[src/rtl/cpu_control_fsm.sv]
// Top-level CPU control FSM: HALT/FETCH/LOAD/STORE/EXEC/TRAP sequencing with
// bus-timeout traps, execute stalls, single-step and a retired-instruction counter.
module cpu_control_fsm #(
    parameter int TIMEOUT   = 16,
    parameter int TIMEOUT_W = 8,
    parameter int CNT_W     = 32
) (
    input  logic             clk,
    input  logic             reset_n,
    input  logic             go,
    input  logic             step_mode,
    input  logic             instr_valid,
    input  logic             instr_segv,
    input  logic             invalid_instruction,
    input  logic             instr_is_mem,
    input  logic             ld,
    input  logic             st,
    input  logic             data_ready,
    input  logic             data_segv,
    input  logic             exec_done,
    input  logic             halt,
    input  logic             trap_ack,
    output logic [2:0]       state,
    output logic             fetch_req,
    output logic             mem_req,
    output logic             mem_we,
    output logic             retire,
    output logic             trap,
    output logic [2:0]       trap_cause,
    output logic [CNT_W-1:0] retire_count
);

    typedef enum logic [2:0] {
        S_HALT  = 3'd0,
        S_FETCH = 3'd1,
        S_LOAD  = 3'd2,
        S_STORE = 3'd3,
        S_EXEC  = 3'd4,
        S_TRAP  = 3'd5
    } state_t;

    localparam logic [2:0] CAUSE_NONE       = 3'd0;
    localparam logic [2:0] CAUSE_INSTR_SEGV = 3'd1;
    localparam logic [2:0] CAUSE_DATA_SEGV  = 3'd2;
    localparam logic [2:0] CAUSE_ILLEGAL    = 3'd3;
    localparam logic [2:0] CAUSE_FETCH_TO   = 3'd4;
    localparam logic [2:0] CAUSE_DATA_TO    = 3'd5;

    localparam logic [TIMEOUT_W-1:0] WAIT_LIMIT = TIMEOUT_W'(TIMEOUT == 0 ? 0 : TIMEOUT - 1);
    localparam logic [TIMEOUT_W-1:0] WAIT_MAX   = '1;

    state_t               state_reg, state_next;
    logic [2:0]           cause_reg, cause_next;
    logic [TIMEOUT_W-1:0] wait_reg, wait_next;
    logic [CNT_W-1:0]     count_reg;
    logic                 stall;
    logic                 timeout_hit;

    // A stall is "nothing happened this cycle" in a state that waits on a handshake.
    assign stall = ((state_reg == S_FETCH) && !instr_segv && !instr_valid) ||
                   (((state_reg == S_LOAD) || (state_reg == S_STORE)) && !data_segv && !data_ready);
    assign timeout_hit = (TIMEOUT != 0) && stall && (wait_reg == WAIT_LIMIT);

    always_comb begin
        state_next = state_reg;
        cause_next = cause_reg;
        case (state_reg)
            S_HALT: begin
                if (go) state_next = S_FETCH;
            end
            S_FETCH: begin
                if (instr_segv) begin
                    state_next = S_TRAP;
                    cause_next = CAUSE_INSTR_SEGV;
                end else if (instr_valid) begin
                    if (invalid_instruction) begin
                        state_next = S_TRAP;
                        cause_next = CAUSE_ILLEGAL;
                    end else if (instr_is_mem) begin
                        if (ld) begin
                            state_next = S_LOAD;
                        end else if (st) begin
                            state_next = S_STORE;
                        end else begin
                            state_next = S_TRAP;
                            cause_next = CAUSE_ILLEGAL;
                        end
                    end else begin
                        state_next = S_EXEC;
                    end
                end else if (timeout_hit) begin
                    state_next = S_TRAP;
                    cause_next = CAUSE_FETCH_TO;
                end
            end
            S_LOAD, S_STORE: begin
                if (data_segv) begin
                    state_next = S_TRAP;
                    cause_next = CAUSE_DATA_SEGV;
                end else if (data_ready) begin
                    state_next = S_EXEC;
                end else if (timeout_hit) begin
                    state_next = S_TRAP;
                    cause_next = CAUSE_DATA_TO;
                end
            end
            S_EXEC: begin
                if (exec_done) state_next = (halt || step_mode) ? S_HALT : S_FETCH;
            end
            S_TRAP: begin
                if (trap_ack) begin
                    state_next = S_HALT;
                    cause_next = CAUSE_NONE;
                end
            end
            default: begin
                state_next = S_HALT;
                cause_next = CAUSE_NONE;
            end
        endcase
    end

    always_comb begin
        wait_next = wait_reg;
        if (state_next != state_reg)
            wait_next = '0;
        else if (stall && (wait_reg != WAIT_MAX))
            wait_next = wait_reg + TIMEOUT_W'(1);
    end

    always_ff @(posedge clk) begin
        if (!reset_n) begin
            state_reg <= S_HALT;
            cause_reg <= CAUSE_NONE;
            wait_reg  <= '0;
            count_reg <= '0;
        end else begin
            state_reg <= state_next;
            cause_reg <= cause_next;
            wait_reg  <= wait_next;
            if (retire) count_reg <= count_reg + CNT_W'(1);
        end
    end

    assign state        = state_reg;
    assign fetch_req    = (state_reg == S_FETCH);
    assign mem_req      = (state_reg == S_LOAD) || (state_reg == S_STORE);
    assign mem_we       = (state_reg == S_STORE);
    assign trap         = (state_reg == S_TRAP);
    assign retire       = (state_reg == S_EXEC) && exec_done;
    assign trap_cause   = cause_reg;
    assign retire_count = count_reg;

endmodule
[config.mk]
export PLATFORM = sky130hd
export DESIGN_NAME = cpu_control_fsm
export DESIGN_NICKNAME = d
export VERILOG_FILES = /design/src/rtl/cpu_control_fsm.sv
export SDC_FILE = /design/constraint.sdc
export NUM_CORES = 1
export LEC_CHECK = 0
export ABC_AREA = 1
export BUFFER_PORTS_ARGS = -buffer_cell sky130_fd_sc_hd__buf_4
export CORE_MARGIN = 2
export CORE_UTILIZATION = 57
export CTS_BUF_LIST = sky130_fd_sc_hd__clkbuf_8
export DETAILED_ROUTE_END_ITERATION = 8
export PLACE_DENSITY = 0.82
export SETUP_SLACK_MARGIN = 0.3
export SYNTH_ARGS = -nofsm -noshare
export SYNTH_HDL_FRONTEND = slang
export SYNTH_SLANG_ARGS = --single-unit
[constraint.sdc]
create_clock -name clk -period 2.29 [get_ports clk]
set_clock_uncertainty 0.1 [all_clocks]
set_input_delay 0 -clock clk [delete_from_list [all_inputs] [get_ports clk]]
set_output_delay 0 -clock clk [all_outputs]
set_load 0.02 [all_outputs]
Yosys cells after proc, flatten, opt, wreduce, memory -nomap -nowiden --
Cells that the tools add are included.
Cells by class: add/subtract/negate cells 2, eq/ne operators 15, mux-type cells 26, bitwise operators 2, reduce and logical (&&, ||, !) cells 19
Operator list (number):
- $mux 3 | 23
- $add 32x1->32 const B | 1
- $ne 5x5->1 const B | 3
- $pmux 3 s5 | 1
- $pmux 3 s4 | 1
- $add 8x1->8 const B | 1
- $eq 8x4->1 const B | 1
- $ne 8x8->1 const B | 1
- $reduce_and 8->1 | 1
- $logic_and 1x1->1 | 7
- $eq 3x2->1 const B | 2
- $eq 3x3->1 const B | 2
- $ne 3x3->1 const B | 2
- $reduce_or 2->1 | 3
- $logic_not 1->1 | 4
- $ne 4x3->1 const B | 1
- $eq 3x1->1 const B | 1
- $logic_not 3->1 | 1
- $logic_or 1x1->1 | 3
- $ne 3x3->1 | 1
- $ne 2x2->1 const B | 1
- $not 1->1 | 2
- $mux 1 | 1
Storage, ports and cells: bits in registers 46, input port bits 15, output and inout bits 43, word-level logic and storage cells 68

Depth between registers and ports, before layout --
Gate-level depths: netlist (run 1).
depth in word-level cells 12, mapped depth 12, mapped depth without buffers 12

Worst setup path before layout (run 1) --
No wires, ideal clock.
kind flip-flop to flip-flop, from register state_reg[1] (netlist: state[1]), to register wait_reg[1], library setup time 122 ps, data arrival time 1635 ps, required time 2068 ps, path slack 433 ps, stages on the path, launching flop included 9, buffers on the path 0, clock period less this slack 1857 ps, path through dfxtp_1 > inv_2 > nor2_2 > nand2_2 > nand2_4 > nand2_4 > or2_2 > o21ai_0 > nor3_2
Between the ends: longest elaborated chain between the ends 12, elaborated cells on any way between the ends 26, classes of those cells eq/ne: 6; mux: 9; reduce/logical: 11
RTL lines:
- from (decl) | line 52 | state_t state_reg, state_next;
- from (signal assigned) | line 138 | state_reg <= state_next;
- $eq 3x2->1
- $logic_or 1x1->1 (*)
- via mem_req | line 25 | output logic mem_req,
- $logic_and 1x1->1 (*) (2 in a row) | line 61 | (((state_reg == S_LOAD) || (state_reg == S_STORE)) && !data_segv && !data_ready);
- $logic_or 1x1->1 (*) | line 60 | assign stall = ((state_reg == S_FETCH) && !instr_segv && !instr_valid) ||
- $logic_and 1x1->1 | line 62 | assign timeout_hit = (TIMEOUT != 0) && stall && (wait_reg == WAIT_LIMIT);
- $mux 3 | line 91, 102
- $mux 3 (on tied branches) | line 100, 75
- $mux 3 (on tied branches) | line 97, 72
- $pmux 3 s5 | line 67 | case (state_reg)
- $ne 3x3->1 | line 125 | if (state_next != state_reg)
- $reduce_or 2->1 (no line)
- to (signal assigned) | line 140 | wait_reg <= wait_next;
- to (decl) | line 54 | logic [TIMEOUT_W-1:0] wait_reg, wait_next;
The timed path passes the listed nets; every way through them passes the cells marked *. A chain may end at the register's enable or synchronous reset.

Worst setup path after layout (run 1) --
from register state_reg[2] (netlist: state[2]), to register count_reg[29] (netlist: retire_count[29])
Between the ends: longest elaborated chain between the ends 2
RTL lines:
- $eq 3x3->1 | line 150 | assign retire = (state_reg == S_EXEC) && exec_done;
- $logic_and 1x1->1 | line 150
- to (signal assigned) | line 141 | if (retire) count_reg <= count_reg + CNT_W'(1);
- to (decl) | line 55 | logic [CNT_W-1:0] count_reg;
Every way passes these cells.

==> results of run 1 <==
worst max-delay path by stage:
stage | startpoint | to | slack [ps] | cells after the start
6_report | state[2] | retire_count[29] | 410 | 9
5_1_grt | state[2] | retire_count[8] | 290 | 7
4_1_cts | state[0] | retire_count[29] | 320 | 10
3_5_place_dp | state[0] | retire_count[29] | 310 | 10
3_3_place_gp | state[0] | retire_count[29] | 370 | 10
2_1_floorplan | state[1] | wait_reg[1] | 430 | 8
worst reg2reg max path, cell delays in order (launching register included):
cell	delay, ps
dfxtp_1	540
nand3_4	250
clkinv_8	160
nand2_4	70
nor2_4	120
nand4_1	200
nor2_1	190
nand2_1	70
nand2_1	60
nor2_1	30
power by group through the flow:
stage / sequential (mW) / clock (mW) / combinational (mW)
global route: 0.827 / 0.553 / 0.263
finish: 0.825 / 0.519 / 0.242
floorplan: 0.853 / 0 / 0.142
global placement: 0.843 / 0 / 0.223
detailed placement: 0.844 / 0 / 0.228
CTS: 0.825 / 0.524 / 0.233
routing by layer:
metal	up-vias	global-route usage, %
met5	-	0
met4	0	8.73
met3	15	4.34
met2	66	46.0
met1	1349	37.7
li1	1493	-
cell usage after synthesis, drive strengths merged:
cell    instances  area [sq um]
nor4            1          6.26
clkbuf          4          15.0
clkinv          1          3.75
inv            53           201
o22ai           1          6.26
ha              2          25.0
nor2           78           330
xor2           13           114
nand2         116           493
and3            1          6.26
and2            1          6.26
nor3b           4          35.0
nand3b          2          15.0
or2             3          18.8
dfxtp          46           921
a21oi          33           169
o21bai          2          15.0
nand4           5          37.5
o21ai          20           100
nand3          20           145
nor3           18           140
xnor2           3          26.3
buf             1          5.00
final cells by class:
type | instances | area, sq um | share of cell area [%]
Clock buffer | 6 | 82.6 | 2.34
Clock inverter | 2 | 8.76 | 0.248
Inverter | 54 | 215 | 6.10
Multi-Input combinational cell | 323 | 1700 | 48.3
Sequential cell | 46 | 923 | 26.2
Tap cell | 67 | 83.8 | 2.38
Timing Repair Buffer | 67 | 510 | 14.5
logic make-up (layout without fill, tap and decap cells):
group / count (synthesis) / count (layout)
XOR/XNOR: 16 / 16
flip-flops: 46 / 46
adder cells (fa/ha/maj): 2 / 2
AND/OR/NAND/NOR: 249 / 249
AO/OA/AOI/OAI: 56 / 56
buffers and inverters: 59 / 129
through the flow:
stage,power (mW),setup slack [ps],instances
finish,1.59,414,565
global route,1.64,291,565
global placement,1.07,366,549
floorplan,0.995,433,428
CTS,1.58,320,560
detailed placement,1.07,314,549
what timing repair did:
action | 4_1_cts | 5_1_grt
hold buffers | 3 | 0
gates resized for setup | 1 | 7
buffers inserted | 0 | 5
setup endpoints to repair | 1 | 19
pin swaps | 0 | 1
endpoints found under the hold margin | 18 | 0
==> metrics.md, run 1 <==
| Metric | Value |
|---|---|
| Status | completed |
| Clk buf depth | 2 |
| Routability cong. | 0.997 |
| Final hold viol count | 0 |
| CP max FO | 16 |
| Worst Tran Pin Value | 380 ps |
| Cells on worst reg2reg path | 9 |
| Ant diodes | 0 |
| Internal Pwr Total | 1.14 mW |
| Clock Power Share | 32.7% |
| Slew HR | 74.6% |
| Crit. End Element | flop |
| Post-route ant nets | 0 |
| Synth Cell Area | 2840 sq um |
| Post-Synthesis Cells | 428 |
| Num CTS Buffers | 5 |
| Seq/Total Area, Yosys | 32.5% |
| Via count | 2923 |
| Largest family of logic cells by synthesized area | simple AND/OR/NAND/NOR gates |
| Sw power | 449 uW |
| Hold endpoint | state[1] |
| Sequential share of power | 52.0% |
| Worst Path Class, Setup | flop to flop |
| H-tree depth | 2 |
| Number of clock sinks | 46 |
| Root buffer cell | clkbuf_8 |
| Hold slack | 45.3 ps |
| CP Launch Type | flop |
| Min-Delay Path Class | input pin to flop |
| Top Ports | 58 |
| Distinct cells, synth | 37 |
| Filler cells | 407 |
| Total global routing track utilization | 28.0% |
| Vias in the first global route | 2659 |
| Metal2 WL | 3420 um |
| Total gr overflow | 0 |
| Final period utilization | 81.9% |
| Switching part of the total | 28.3% |
| Nets | 514 |
| Commonest non-fill, non-tap cell in the layout | nand2_1 |
| First-pass GRT wire length | 12100 um |
| Largest stage delay on the critical path | 540 ps |
| Kind of cell adding the most delay to the critical path | simple AND/OR/NAND/NOR gates |
| Min Tclk post-route | 1880 ps |
| Peak Freq | 533 MHz |
| R2R Path Start | state[2] |
| Final Slew Violations | 0 |
| DRC viols | 0 |
| Pwr dens | 450 nW/um^2 |
| Worst path slowest cell | dfxtp_1 |
| Die width | 74.5 um |
| Core Box Area | 4750 sq um |
| Initial antenna violation count | 0 |
| Clock slew at the register clock pins of the worst setup and hold paths | 90 ps |
| DP HPWL | 5530 um |
| Initial Util | 59.6% |
| Area Growth Syn to Fin | 24.4% |
| Critical path buffer and inverter count | 1 |
| Max VDD drop | 0.000423 V |
| Post-Route WL | 7420 um |
| Synth Area in Simple Gates | 43.5% |
| Post-route setup TNS | 0 ps |
| Vias per std cell | 5.17 |
| Row cnt | 25 |
| Most frequent cells in the layout | nand2_1, nor2_1, buf_4, inv_1, dfxtp_1 |
| Endpoints failing setup | 0 |
| Die area | 5550 sq um |
| IO buf count | 57 |
| DR WL/cell | 13.1 um |
| HP Start | instr_segv |
| RR Endpoint | retire_count[29] |
| Req. time, crit path | 2400 ps |
| Max Used Layer | met4 |
| Syn Area/Cell | 6.62 sq um |
| DR WL met3 | 346 um |
| Max reg flops | 32 |
| Cell-by-cell trace of the critical path | nand3_4, clkinv_8, nand2_4, nor2_4, nand4_1, nor2_1, nand2_1, nand2_1, nor2_1 |
| Flops & latches, synth | 46 |
| Metal-1 WL | 3510 um |
| Design area | 3530 sq um |
| Drt initial violations | 190 |
| Worst hold stages | 6 |
| TritonCTS clock tree | done |
| DP Area | 3340 sq um |
| Post-synthesis mux area share | 0% |
| Largest net degree at the start of global routing | 23 |
| Max-cap viol count | 0 |
| CP arrival | 1980 ps |
| Synth Area in XOR/XNOR | 4.94% |
| RSZ-0062 raised after global routing | false |
| Comb pwr share | 15.3% |
| Clock Latency Late Sink | 300 ps |
| Core Util, Final | 74.2% |
| Net Count, Synth | 445 |
| YS warnings | 0 |
| Die Y | 74.5 um |
| P_leak | 1.46 nW |
| Reg2reg setup slack | 410 ps |
| DR pass1 iterations | 5 |
| Synthesized-area fraction occupied by adder cells | 0.883% |
| Compound-Gate Fraction of Synth Area | 10.2% |
| Share of cells above drive strength 1 | 24.1% |
No activity file was read; power rests on OpenSTA's default activity.
==> run 2, diff against run 1 <==
Settings changed: CORE_UTILIZATION 57 to 51, PLACE_DENSITY 0.82 to 0.78.
Clock period 2.29 ns to 1.7 ns, I/O delays scaled along.
==> run 2 against run 1 <==
Worst setup slack worse by 430 ps; non-clock buffer count is 34 higher; sequential power is 31% higher; the run now ends with negative setup slack left; cell count is 6.9% higher; combinational power is 73% higher; largest power group unchanged; hold slack worse by 43 ps; highest routed layer unchanged.
==> metrics.md, run 2 (same netlist as run 1, synthesis figures left out) <==
| Metric | Value |
|---|---|
| Status | finished, violations left |
| Violated checks | negative setup slack |
| First-pass GRT wire length | 13400 um (+11%) |
| Worst Path Class, Setup | flop to flop |
| DRC viols | 0 (unchanged) |
| Row cnt | 27 (+8.0%) |
| Post-route ant nets | 0 (unchanged) |
| TritonCTS clock tree | done |
| Initial Util | 52.1% (-7.5 points) |
| Die area | 6170 sq um (+11%) |
| Top Ports | 58 (unchanged) |
| Final hold viol count | 0 (unchanged) |
| P_leak | 1.91 nW (+31%) |
| Commonest non-fill, non-tap cell in the layout | buf_4 |
| Share of cells above drive strength 1 | 50.8% (+27 points) |
| Min-Delay Path Class | input pin to flop |
| Pwr dens | 564 nW/um^2 (+25%) |
| Die Y | 78.6 um (+5.4%) |
| Initial antenna violation count | 0 (unchanged) |
| Via count | 3314 (+13%) |
| Root buffer cell | clkbuf_8 |
| Final Slew Violations | 0 (unchanged) |
| Largest net degree at the start of global routing | 23 (unchanged) |
| Worst hold stages | 4 (-2) |
| Total global routing track utilization | 27.4% (-0.59 points) |
| Clk buf depth | 2 (unchanged) |
| DR WL/cell | 16.1 um (+23%) |
| Post-route setup TNS | -17.3 ps (-17.3 ps) |
| Most frequent cells in the layout | buf_4, nand2_1, nor2_1, inv_1, a21oi_1 |
| Final period utilization | 101% (+19 points) |
| Area Growth Syn to Fin | 57.6% |
| Die width | 78.6 um (+5.4%) |
| Min Tclk post-route | 1720 ps (-159 ps) |
| Max reg flops | 32 (unchanged) |
| Num CTS Buffers | 5 (unchanged) |
| Endpoints failing setup | 1 (+1) |
| Number of clock sinks | 46 (unchanged) |
| Req. time, crit path | 1790 ps (-610 ps) |
| H-tree depth | 2 (unchanged) |
| Nets | 548 (+6.6%) |
| Placement Setup Slack | 0.863 ps (-313 ps) |
| Hold slack | 2.15 ps (-43.1 ps) |
| Post-Route WL | 9740 um (+31%) |
| Max-cap viol count | 0 (unchanged) |
| CP max FO | 5 (-11) |
| Ant diodes | 0 (unchanged) |
| Vias in the first global route | 2902 (+9.1%) |
| CP arrival | 1810 ps (-170 ps) |
| CP Launch Type | flop |
| Clock Latency Late Sink | 300 ps (about the same) |
| Crit. End Element | flop |
| Total gr overflow | 0 (unchanged) |
| Cells on worst reg2reg path | 8 (-1) |
| DR pass1 iterations | 5 (unchanged) |
| Peak Freq | 582 MHz (+9.2%) |
| IO buf count | 57 (unchanged) |
| Clock slew at the register clock pins of the worst setup and hold paths | 90 ps (about the same) |
| Pwr Total | 2.52 mW (+59%) |
| Slew HR | 72.8% (-1.8 points) |
| Max VDD drop | 0.000426 V (+0.64%) |
| RSZ-0062 raised after global routing | true |
| Drt initial violations | 290 (+53%) |
| DP HPWL | 5430 um (-1.9%) |
| Worst Tran Pin Value | 405 ps (+25.2 ps) |
| Core Box Area | 5440 sq um (+14%) |
| Routability cong. | 0.954 (-4.3%) |
| Vias per std cell | 5.49 (+6.1%) |
| Final WS setup | -17.3 ps (-431 ps) |
==> run 2: cell count changes in the layout (fill, tap and decap cells not counted), moves of 16 or more <==
cell     change
nand2_2     +16
nand2_1     -25
nor2_4      +18
dfxtp_1     -33
dfxtp_4     +20
nor2_1      -25
buf_4       +22
==> run 2: final timing paths <==
kind / startpoint / endpoint / slack, ps
setup / recovery: retire_count[10] / retire_count[25] / -20
hold / removal: invalid_instruction / state[1] / 2
setup reg to reg: retire_count[10] / retire_count[25] / -20
hold reg to reg: trap_cause[0] / trap_cause[0] / 400
==> run 2: final cells by class <==
| class | count | area, sq um |
|---|---|---|
| timing repair buffer | 101 | 821 |
| fill | 325 | 970 |
| inverter | 54 | 213 |
| tap | 72 | 90.1 |
| clock inverter | 2 | 60.1 |
| sequential | 46 | 1010 |
| clock buffer | 6 | 82.6 |
| multi-input combinational | 323 | 2190 |
==> run 2: metal layers <==
metal  routed length [um]  global-route usage [%]
met1                 3760                    33.5
met5                    0                       0
met2                 5030                    47.9
met4                  352                    10.9
met3                  588                    4.14
==> run 2: through the flow <==
step | instance area [sq um] | utilization [%] | std cells
2_1_floorplan | 2920 | - | 428
3_3_place_gp | 3440 | 63.3 | 556
3_5_place_dp | 3440 | 63.3 | 556
4_1_cts | 3970 | 72.9 | 589
5_1_grt | 4470 | 82.2 | 604
6_report | 4470 | 82.2 | 604
==> run 2: power breakdown <==
part / switching (mW) / internal (mW)
sequential: 0.0205 / 1.06
combinational: 0.253 / 0.164
clock: 0.391 / 0.627
total: 0.665 / 1.86
==> run 2: timing repair <==
item                       4_1_cts  5_1_grt
hold buffers                     2        0
resized for setup               53      107
pin swaps                       31       48
buffers inserted                23       15
hold endpoints to repair        18        0
setup endpoints to repair       39       48
==> run 2: worst max-delay path, cell delays in order (launching register included) <==
cell and delay (ps):
dfxtp_4 400, nand2_1 100, nor2_4 160, nand3_2 120
nor2_1 140, nand4_1 200, buf_4 210, xor2_1 130
nor2_1 50
==> run 3, diff against run 2 <==
Settings changed: SKIP_CTS_REPAIR_TIMING from default to 1.
==> run 3 against run 2 <==
The flow finishes with violations (negative hold slack, negative setup slack); wire length down 11%; maximum frequency down 0.12%; flip-flop and latch count unchanged; critical endpoint is now retire_count[8]; total power up 0.89%; register-to-register slack about the same; hold slack worse by 93 ps; non-clock buffer count down 15; clock power about the same; combinational power up 1%.
==> metrics.md, run 3 (same netlist as run 1, synthesis figures left out) <==
| Metric | Value |
|---|---|
| Largest net degree at the start of global routing | 23 (unchanged) |
| Die width | 78.6 um (unchanged) |
| CP Launch Type | flop |
| Final WS setup | -19.5 ps (-2.15 ps) |
| Non-filler cells, final | 590 (-2.3%) |
| IO buf count | 57 (unchanged) |
| H-tree depth | 2 (unchanged) |
| Slew HR | 59.3% (-14 points) |
| Nets | 534 (-2.6%) |
| DRC viols | 0 (unchanged) |
| Initial Util | 52.1% (unchanged) |
| R2R Path Start | state[1] |
| Share of cells above drive strength 1 | 42.9% (-7.9 points) |
| Total global routing track utilization | 23.6% (-3.7 points) |
| Cells on worst reg2reg path | 9 (+1) |
| Commonest non-fill, non-tap cell in the layout | nand2_1 |
| Total gr overflow | 0 (unchanged) |
| Area Growth Syn to Fin | 44.5% |
| Post-Route WL | 8630 um (-11%) |
| Top Ports | 58 (unchanged) |
| Hold slack | -91.0 ps (-93.2 ps) |
| Max-cap viol count | 0 (unchanged) |
| Final period utilization | 101% (+0.13 points) |
| CP arrival | 1810 ps (about the same) |
| Clk buf depth | 2 (unchanged) |
| CP Capture Point | retire_count[8] |
| First-pass GRT wire length | 11700 um (-13%) |
| Vias in the first global route | 2581 (-11%) |
| HP Start | reset_n |
| Status | finished, violations left |
| Crit. End Element | flop |
| Worst Tran Pin Value | 609 ps (+204 ps) |
| Placement Setup Slack | 0.863 ps (unchanged) |
| Row cnt | 27 (unchanged) |
| Pwr dens | 621 nW/um^2 (+10%) |
| Violated checks | negative hold slack, negative setup slack |
| Worst Path Class, Setup | flop to flop |
| Core Util, Final | 75.3% (-6.9 points) |
| Initial antenna violation count | 0 (unchanged) |
| Post-route ant nets | 0 (unchanged) |
| Root buffer cell | clkbuf_8 |
| Final Slew Violations | 0 (unchanged) |
| Endpoints failing setup | 3 (+2) |
| Max VDD drop | 0.000473 V (+11%) |
| Die area | 6170 sq um (unchanged) |
| Num CTS Buffers | 5 (unchanged) |
| Most frequent cells in the layout | nand2_1, buf_4, nor2_1, inv_1, a21oi_1 |
| Peak Freq | 582 MHz (-0.12%) |
| P_leak | 1.64 nW (-14%) |
| Min Tclk post-route | 1720 ps (+2.15 ps) |
| TritonCTS clock tree | done |
| CP max FO | 5 (unchanged) |
| Vias per std cell | 5.31 (-3.2%) |
| DR pass1 iterations | 5 (unchanged) |
| RSZ-0062 raised after global routing | true |
| Reg2reg setup slack | -20 ps (about the same) |
| Clock Latency Late Sink | 300 ps (about the same) |
| Critical Path Source | state[1] |
| Core Box Area | 5440 sq um (unchanged) |
| Req. time, crit path | 1790 ps (about the same) |
| Ant diodes | 0 (unchanged) |
| Post-route setup TNS | -45.7 ps (-28.3 ps) |
| Min-Delay Path Class | input pin to flop |
| Final hold viol count | 2 (+2) |
| Max reg flops | 32 (unchanged) |
| DP HPWL | 5430 um (unchanged) |
| Clock slew at the register clock pins of the worst setup and hold paths | 80 ps (about the same) |
| Routability cong. | 0.954 (unchanged) |
| Dpl cells | 556 (unchanged) |
| Drt initial violations | 218 (-25%) |
| Die Y | 78.6 um (unchanged) |
| RR Endpoint | retire_count[8] |
| Via count | 3134 (-5.4%) |
| DR WL/cell | 14.6 um (-9.3%) |
| Number of clock sinks | 46 (unchanged) |
run 3: cell types whose count changed in the layout (fill, tap and decap cells not counted), moves of 5 or more:
| cell | previous run | this run |
|---|---|---|
| o21ai_2 | 6 | 1 |
| nor2_4 | 22 | 14 |
| nand2_4 | 14 | 7 |
| buf_4 | 86 | 74 |
| nand2_1 | 80 | 90 |
| nor2_1 | 45 | 51 |
| dfxtp_2 | 15 | 23 |
| dfxtp_4 | 20 | 8 |
run 3: routing by layer:
metal / routed length (um) / global-route usage (%)
met5: 0 / 0
met4: 218 / 7.37
met3: 507 / 3.68
met2: 4270 / 40.6
met1: 3640 / 30.3
run 3: cell type report:
| type | instances | area, sq um |
|---|---|---|
| Timing Repair Buffer | 86 | 692 |
| Sequential cell | 46 | 980 |
| Tap cell | 72 | 90.1 |
| Inverter | 54 | 218 |
| Fill cell | 403 | 1340 |
| Clock buffer | 6 | 82.6 |
| Multi-Input combinational cell | 324 | 1970 |
| Clock inverter | 2 | 60.1 |
run 3: critical path, cell delays in order (launching register included):
cell and delay, ps:
dfxtp_4 390, nor2_4 160, nand3_4 110, buf_6 140, nor3_4 180, nand2_2 120
nor2_4 150, nand2_2 60, o21ai_1 130, a21oi_1 60
run 3: worst min-delay path by stage:
stage / endpoint / slack [ps] / depth (start not counted)
3_3_place_gp: state[0] / 220 / 4
6_report: retire_count[3] / -90 / 3
5_1_grt: retire_count[7] / -60 / 3
3_5_place_dp: state[0] / 230 / 4
2_1_floorplan: retire_count[0] / 30 / 2
4_1_cts: state[0] / -80 / 4
run 3: per-stage QoR:
| step | cell area (sq um) | hold WS [ps] | total power, mW |
|---|---|---|---|
| finish | 4100 | -91.0 | 2.54 |
| global route | 4100 | -59.9 | 2.62 |
| CTS | 3590 | -77.8 | 2.45 |
| detailed placement | 3440 | 234 | 1.45 |
| global placement | 3440 | 223 | 1.45 |
| floorplan | 2920 | 28.4 | 1.34 |
run 3: report_power, final:
| group | internal [mW] | switching [mW] |
|---|---|---|
| sequential | 1.08 | 0.0258 |
| clock | 0.627 | 0.384 |
| combinational | 0.175 | 0.248 |
